### src/rtl/sparc_ifu_thrsched_pkg.sv
// Shared thread-FSM state codes and scheduler decision types for the IFU thread scheduler.
// The state codes mirror the ifu.tmp.h header and must stay bit-identical to it.
package sparc_ifu_thrsched_pkg;

    localparam int IFU_NTHR = 4;

    localparam logic [4:0] THRFSM_IDLE     = 5'b00000;
    localparam logic [4:0] THRFSM_HALT     = 5'b00010;
    localparam logic [4:0] THRFSM_RDY      = 5'b11001;
    localparam logic [4:0] THRFSM_SPEC_RDY = 5'b10011;
    localparam logic [4:0] THRFSM_RUN      = 5'b00101;
    localparam logic [4:0] THRFSM_SPEC_RUN = 5'b00111;
    localparam logic [4:0] THRFSM_WAIT     = 5'b00001;

    // Kind of decision taken in a cycle; exported registered for debug.
    typedef enum logic [1:0] {
        DEC_BLOCK  = 2'd0,
        DEC_PICK   = 2'd1,
        DEC_EXPIRE = 2'd2,
        DEC_RUN    = 2'd3
    } dec_e;

    function automatic logic [4:0] thr_code(input logic [5*IFU_NTHR-1:0] v, input int t);
        return v[5*t +: 5];
    endfunction

endpackage

### src/rtl/sparc_ifu_rr4.sv
// Combinational 4-way round-robin picker: grants the first requester after the
// one-hot pointer position, wrapping 3 -> 0.
module sparc_ifu_rr4 (
    input  logic [3:0] i_req,
    input  logic [3:0] i_ptr,
    output logic [3:0] o_gnt
);

    logic [1:0] w_base;

    always_comb begin
        w_base = 2'd3;
        for (int i = 0; i < 4; i++) begin
            if (i_ptr[i]) w_base = 2'(i);
        end
    end

    // Walk from lowest to highest priority so the nearest requester wins last.
    always_comb begin
        logic [1:0] w_idx;
        o_gnt = '0;
        for (int k = 4; k >= 1; k--) begin
            w_idx = w_base + 2'(k);
            if (i_req[w_idx]) o_gnt = 4'b0001 << w_idx;
        end
    end

endmodule

### src/rtl/sparc_ifu_thrsched.sv
// Thread scheduler for the single IFU fetch pipe: picks the next thread by round
// robin (RDY before SPEC_RDY), pulses schedule/switch_out and forces quantum switches.
module sparc_ifu_thrsched
    import sparc_ifu_thrsched_pkg::*;
#(
    parameter int NTHR    = IFU_NTHR,
    parameter int QUANTUM = 16,
    parameter int QW      = 8
) (
    input  logic            clk,
    input  logic            rst_n,
    input  logic [5*NTHR-1:0] i_thr_state,
    input  logic            i_pipe_hold,
    output logic [NTHR-1:0] o_thr_schedule,
    output logic [NTHR-1:0] o_thr_switch_out,
    output logic [NTHR-1:0] o_cur_thr,
    output logic            o_cur_spec,
    output logic [QW-1:0]   o_dbg_qcnt,
    output logic [NTHR-1:0] o_dbg_rr_ptr,
    output dec_e            o_dbg_dec
);

    logic [NTHR-1:0] r_sched, r_swout, r_cur, r_rr_ptr;
    logic            r_spec;
    logic [QW-1:0]   r_qcnt;
    dec_e            r_dec;

    logic [NTHR-1:0] w_rdy, w_srdy, w_run, w_spec_run;
    logic [NTHR-1:0] w_rdy_x, w_srdy_x, w_gnt_rdy, w_gnt_srdy, w_cand;
    logic            w_cand_spec, w_blocked, w_cur_run, w_cur_srun, w_qmax;
    dec_e            w_dec;

    always_comb begin
        w_rdy      = '0;
        w_srdy     = '0;
        w_run      = '0;
        w_spec_run = '0;
        for (int t = 0; t < NTHR; t++) begin
            w_rdy[t]      = (thr_code(i_thr_state, t) == THRFSM_RDY);
            w_srdy[t]     = (thr_code(i_thr_state, t) == THRFSM_SPEC_RDY);
            w_spec_run[t] = (thr_code(i_thr_state, t) == THRFSM_SPEC_RUN);
            w_run[t]      = (thr_code(i_thr_state, t) == THRFSM_RUN) || w_spec_run[t];
        end
    end

    // The owning thread never competes against itself.
    assign w_rdy_x  = w_rdy  & ~r_cur;
    assign w_srdy_x = w_srdy & ~r_cur;

    sparc_ifu_rr4 u_rr_rdy (
        .i_req (w_rdy_x),
        .i_ptr (r_rr_ptr),
        .o_gnt (w_gnt_rdy)
    );

    sparc_ifu_rr4 u_rr_srdy (
        .i_req (w_srdy_x),
        .i_ptr (r_rr_ptr),
        .o_gnt (w_gnt_srdy)
    );

    assign w_cand      = (|w_rdy_x) ? w_gnt_rdy : w_gnt_srdy;
    assign w_cand_spec = ~(|w_rdy_x) & (|w_srdy_x);

    // FSM inputs are one cycle stale while a pulse is out, so no decision then.
    assign w_blocked  = (|r_sched) | (|r_swout) | i_pipe_hold;
    assign w_cur_run  = |(r_cur & w_run);
    assign w_cur_srun = |(r_cur & w_spec_run);
    assign w_qmax     = (r_qcnt == QW'(QUANTUM - 1));

    always_comb begin
        if (w_blocked)                 w_dec = DEC_BLOCK;
        else if (!w_cur_run)           w_dec = DEC_PICK;
        else if (w_qmax && |w_rdy_x)   w_dec = DEC_EXPIRE;
        else                           w_dec = DEC_RUN;
    end

    always_ff @(posedge clk or negedge rst_n) begin
        if (!rst_n) begin
            r_sched  <= '0;
            r_swout  <= '0;
            r_cur    <= '0;
            r_spec   <= 1'b0;
            r_qcnt   <= '0;
            r_rr_ptr <= NTHR'(1) << (NTHR - 1);
            r_dec    <= DEC_BLOCK;
        end else begin
            r_sched <= '0;
            r_swout <= '0;
            r_dec   <= w_dec;
            case (w_dec)
                DEC_PICK: begin
                    // Idle, or the owner already left RUN: take the candidate back-to-back.
                    r_cur  <= w_cand;
                    r_spec <= w_cand_spec;
                    r_qcnt <= '0;
                    if (|w_cand) begin
                        r_sched  <= w_cand;
                        r_rr_ptr <= w_cand;
                    end
                end
                DEC_EXPIRE: begin
                    r_swout  <= r_cur;
                    r_sched  <= w_gnt_rdy;
                    r_cur    <= w_gnt_rdy;
                    r_rr_ptr <= w_gnt_rdy;
                    r_qcnt   <= '0;
                    r_spec   <= 1'b0;
                end
                DEC_RUN: begin
                    if (!w_qmax) r_qcnt <= r_qcnt + 1'b1;
                    r_spec <= w_cur_srun;
                end
                default: ;
            endcase
        end
    end

    assign o_thr_schedule   = r_sched;
    assign o_thr_switch_out = r_swout;
    assign o_cur_thr        = r_cur;
    assign o_cur_spec       = r_spec;
    assign o_dbg_qcnt       = r_qcnt;
    assign o_dbg_rr_ptr     = r_rr_ptr;
    assign o_dbg_dec        = r_dec;

endmodule

### config.mk
export PLATFORM = sky130hd
export DESIGN_NAME = sparc_ifu_thrsched
export DESIGN_NICKNAME = d
export VERILOG_FILES = /design/src/rtl/sparc_ifu_thrsched_pkg.sv /design/src/rtl/sparc_ifu_rr4.sv /design/src/rtl/sparc_ifu_thrsched.sv
export SDC_FILE = /design/constraint.sdc
export NUM_CORES = 1
export LEC_CHECK = 0
export ABC_AREA = 0
export CORE_MARGIN = 2
export CORE_UTILIZATION = 46
export CTS_BUF_LIST = sky130_fd_sc_hd__clkbuf_16
export DETAILED_ROUTE_END_ITERATION = 12
export PLACE_DENSITY = 0.75
export SYNTH_ARGS = -nofsm -noshare
export SYNTH_HDL_FRONTEND = slang
export SYNTH_SLANG_ARGS = --single-unit
### constraint.sdc
create_clock -name clk -period 4.05 [get_ports clk]
set_input_delay 0.6075 -clock clk [delete_from_list [all_inputs] [get_ports clk]]
set_output_delay 0.6075 -clock clk [all_outputs]
set_load 0.01 [all_outputs]
==> results.sh <==
export IMPL_period_needed_ns=3.34
export IMPL_wl_met1_um=2630
export IMPL_timing_slew_headroom=0.219
export IMPL_ir_worst_vdd_uv=284
export IMPL_timing_setup_tns_ns=0
export IMPL_layout_drive_gt1_share=0.120
export IMPL_cp_end_kind="flip-flop"
export IMPL_synth_seq_cells=27
export IMPL_ys_warn_count=0
export IMPL_fin_skew_ns=0.00554
export IMPL_fp_coreArea_um2=4350
export IMPL_post_route_worst_setup_slack_ns=0.713
export IMPL_grt_util_all_layers=0.218
export IMPL_worstSkewPairLatency_ns=0.26
export IMPL_grt_pass1_wl_um=8790
export IMPL_hp_class="flip-flop to flip-flop"
export IMPL_tightestPinTransition_ns=1.17
export IMPL_worstPathMaxFanout=6
export IMPL_startpoint_type="primary input"
export IMPL_drt_iter0_drc=99
export IMPL_ctsHoldBuffers=0
export IMPL_place_inst=331
export IMPL_ys_types=62
export IMPL_postRouteAntennaNets=0
export IMPL_portBuffers=49
export IMPL_grt_max_degree=28
export IMPL_placed_area_um2=2660
export IMPL_synthTopCellsByArea="dfrtp_1, nand3_1, mux4_2, nand2_1, nor2_1"
export IMPL_critical_path_class="primary input to flip-flop"
export IMPL_start_util=0.480
export IMPL_grt_pass1_vias=1768
export IMPL_synth_area_per_cell_um2=9.09
export IMPL_fmax_mhz=300
export IMPL_cts_sinks=27
export IMPL_setup_violations_final=0
export IMPL_synth_area_leader_cell="dfrtp_1"
export IMPL_synth_net_count=258
export IMPL_post_place_ws_ns=0.535
export IMPL_path_clk_slew_ns=0.07
export IMPL_stdcell_area_um2=2740
export IMPL_first_pass_iters=5
export IMPL_leakagePower_nw=1.12
export IMPL_power_mw=1.19
export IMPL_area_delta_synth_final_pct=31.0
export IMPL_synth_area_um2=2090
export IMPL_path_delay_family="simple AND/OR/NAND/NOR gates"
export IMPL_ys_seq_area_frac=0.324
export IMPL_routed_wl_um=5590
export IMPL_vias=1996
export IMPL_wl_met2_um=2540
export IMPL_synth_flop_cell="dfrtp_1"
export IMPL_path_buf_inv=2
export IMPL_overflow=0
export IMPL_htreeDepth=1
export IMPL_multi_input_area_um2=1360
export IMPL_numCtsBuffers=3
export IMPL_synth_edf_count=0
export IMPL_cts_repair_resized=0
export IMPL_post_cts_setup_buffer_count=0
export IMPL_wl_per_cell_um=16.7
export IMPL_die_area_um2=5100
export IMPL_max_stage_delay_ns=0.48
export IMPL_place_gp_congestion=0.925
export IMPL_chipHeight_um=71.4
export IMPL_cp_slowest_cell="clkdlybuf4s50_1"
export IMPL_synth_top_cell_area_share=0.311
export IMPL_arrival_ns=3.46
export IMPL_clockBufferDepth=2
export IMPL_final_nets=312
export IMPL_outcome="finished, final reports clean"
export IMPL_hpwl_um=4510
export IMPL_synth_cells=230
export IMPL_wl_met3_um=400
export IMPL_antenna_found_initial=0
export IMPL_rows=24
export IMPL_cap_violations=0
export IMPL_drc=0
export IMPL_viasPerCell=5.96
export IMPL_synthArstFlopShare=1.00
export IMPL_power_density_nw_per_um2=435
export IMPL_finalCritPeriodShare=0.824
export IMPL_fillers=361
export IMPL_maxSlewViolCount=0
export IMPL_pin_count=50
export IMPL_hold_viol=0
export IMPL_required_ns=4.18
export IMPL_cts_tree="built"
export IMPL_n_antenna_cell=0
export IMPL_crit_top_cell="nand3_1"
export IMPL_stdcell_count=335
export IMPL_path_cells="clkdlybuf4s50_1 > nor3b_1 > nand3_1 > nand4_1 > a31o_2 > inv_1 > ha_1 > nand2b_1 > a21oi_1 > nand3_1 > xor2_1 > nor2_1"
export IMPL_regArea_um2=677
export IMPL_rsz0062_at_grt="false"
export IMPL_fp_dieW_um=71.4
export IMPL_highest_layer="met4"
export IMPL_cts_root_buf="clkbuf_16"
## cell type report
type	instances	share of cell area
Multi-Input combinational cell	189	0.495
Clock buffer	3	0.0274
Timing Repair Buffer	54	0.193
Tap cell	52	0.0238
Sequential cell	27	0.247
Clock inverter	1	0.00183
Inverter	9	0.0123
## worst paths after layout
check / startpoint / to / slack (ns) / cells after the start
max in group asynchronous: rst_n / o_dbg_rr_ptr[3] / 2.33 / 2
hold reg to reg: o_cur_spec / o_cur_spec / 0.48 / 2
hold / removal: o_cur_spec / o_cur_spec / 0.48 / 2
setup reg to reg: o_dbg_rr_ptr[2] / o_dbg_rr_ptr[1] / 1.03 / 8
min in group asynchronous: rst_n / o_dbg_dec[0] / 0.97 / 1
setup / recovery: i_thr_state[19] / o_dbg_qcnt[7] / 0.71 / 12
## sequential cells by signal, summed over array words and instances (netlist names)
signal            count
o_cur_spec            1
o_dbg_qcnt            8
o_thr_switch_out      4
o_cur_thr             4
o_thr_schedule        4
o_dbg_rr_ptr          4
o_dbg_dec             2
## routing by layer
metal	global-route usage	up-vias
li1	-	979
met1	0.323	932
met2	0.325	81
met3	0.0577	4
met4	0.0377	0
met5	0	-
## cells in the mapped netlist, drive strengths merged (3+ instances only)
master  instances
o21ai          13
nor4            3
dfrtp          26
mux2            7
and2            6
and4            3
nor2           17
a31oi           4
or2             3
nor3            3
buf             3
nand3          16
nor2b          10
ha              5
o21a            4
nand4b          3
nor3b           5
nand2          17
o211ai          3
mux4            3
nand4           8
nand3b          3
a21oi           9
a22oi           3
mux2i           3
inv             9
and3            5
xor2            5
## placed cells by master (no fill, tap or decap), types with 6 or more instances in the layout
cell	count
dfrtp_1	26
inv_1	8
nor2_1	17
nand3_1	16
clkdlybuf4s50_1	49
nand2_1	17
nor2b_1	10
a21oi_1	8
o21ai_0	8
nand4_1	8
and2_1	6
## per-stage QoR
step,utilization,hold WS (ns)
after global routing,0.629,0.519
after floorplan,-,0.312
after global placement,0.611,0.467
final,0.629,0.480
after CTS,0.629,0.489
after detailed placement,0.611,0.474
## kinds of logic (layout without fill, tap and decap cells)
group,Yosys count,in the layout,synth area share
muxes,13,13,0.0844
and+or+nand+nor,111,111,0.316
adders and majority gates,5,5,0.0299
AOI/OAI and AO/OA,54,54,0.193
xor gates and xnor gates,6,6,0.0251
buffers and inverters,14,67,0.0281
DFF,27,27,0.324
## worst min-delay path, cell delays in order, from the launching register on
cell,delay (ns)
dfrtp_1,0.34
nand2_1,0.04
o21ai_0,0.06
## power breakdown
group,switching (mW),internal (mW),total [mW]
clock,0.0856,0.133,0.219
combinational,0.314,0.286,0.600
sequential,0.0642,0.308,0.372
total,0.464,0.727,1.19
Power figures use the tool's default switching activity.
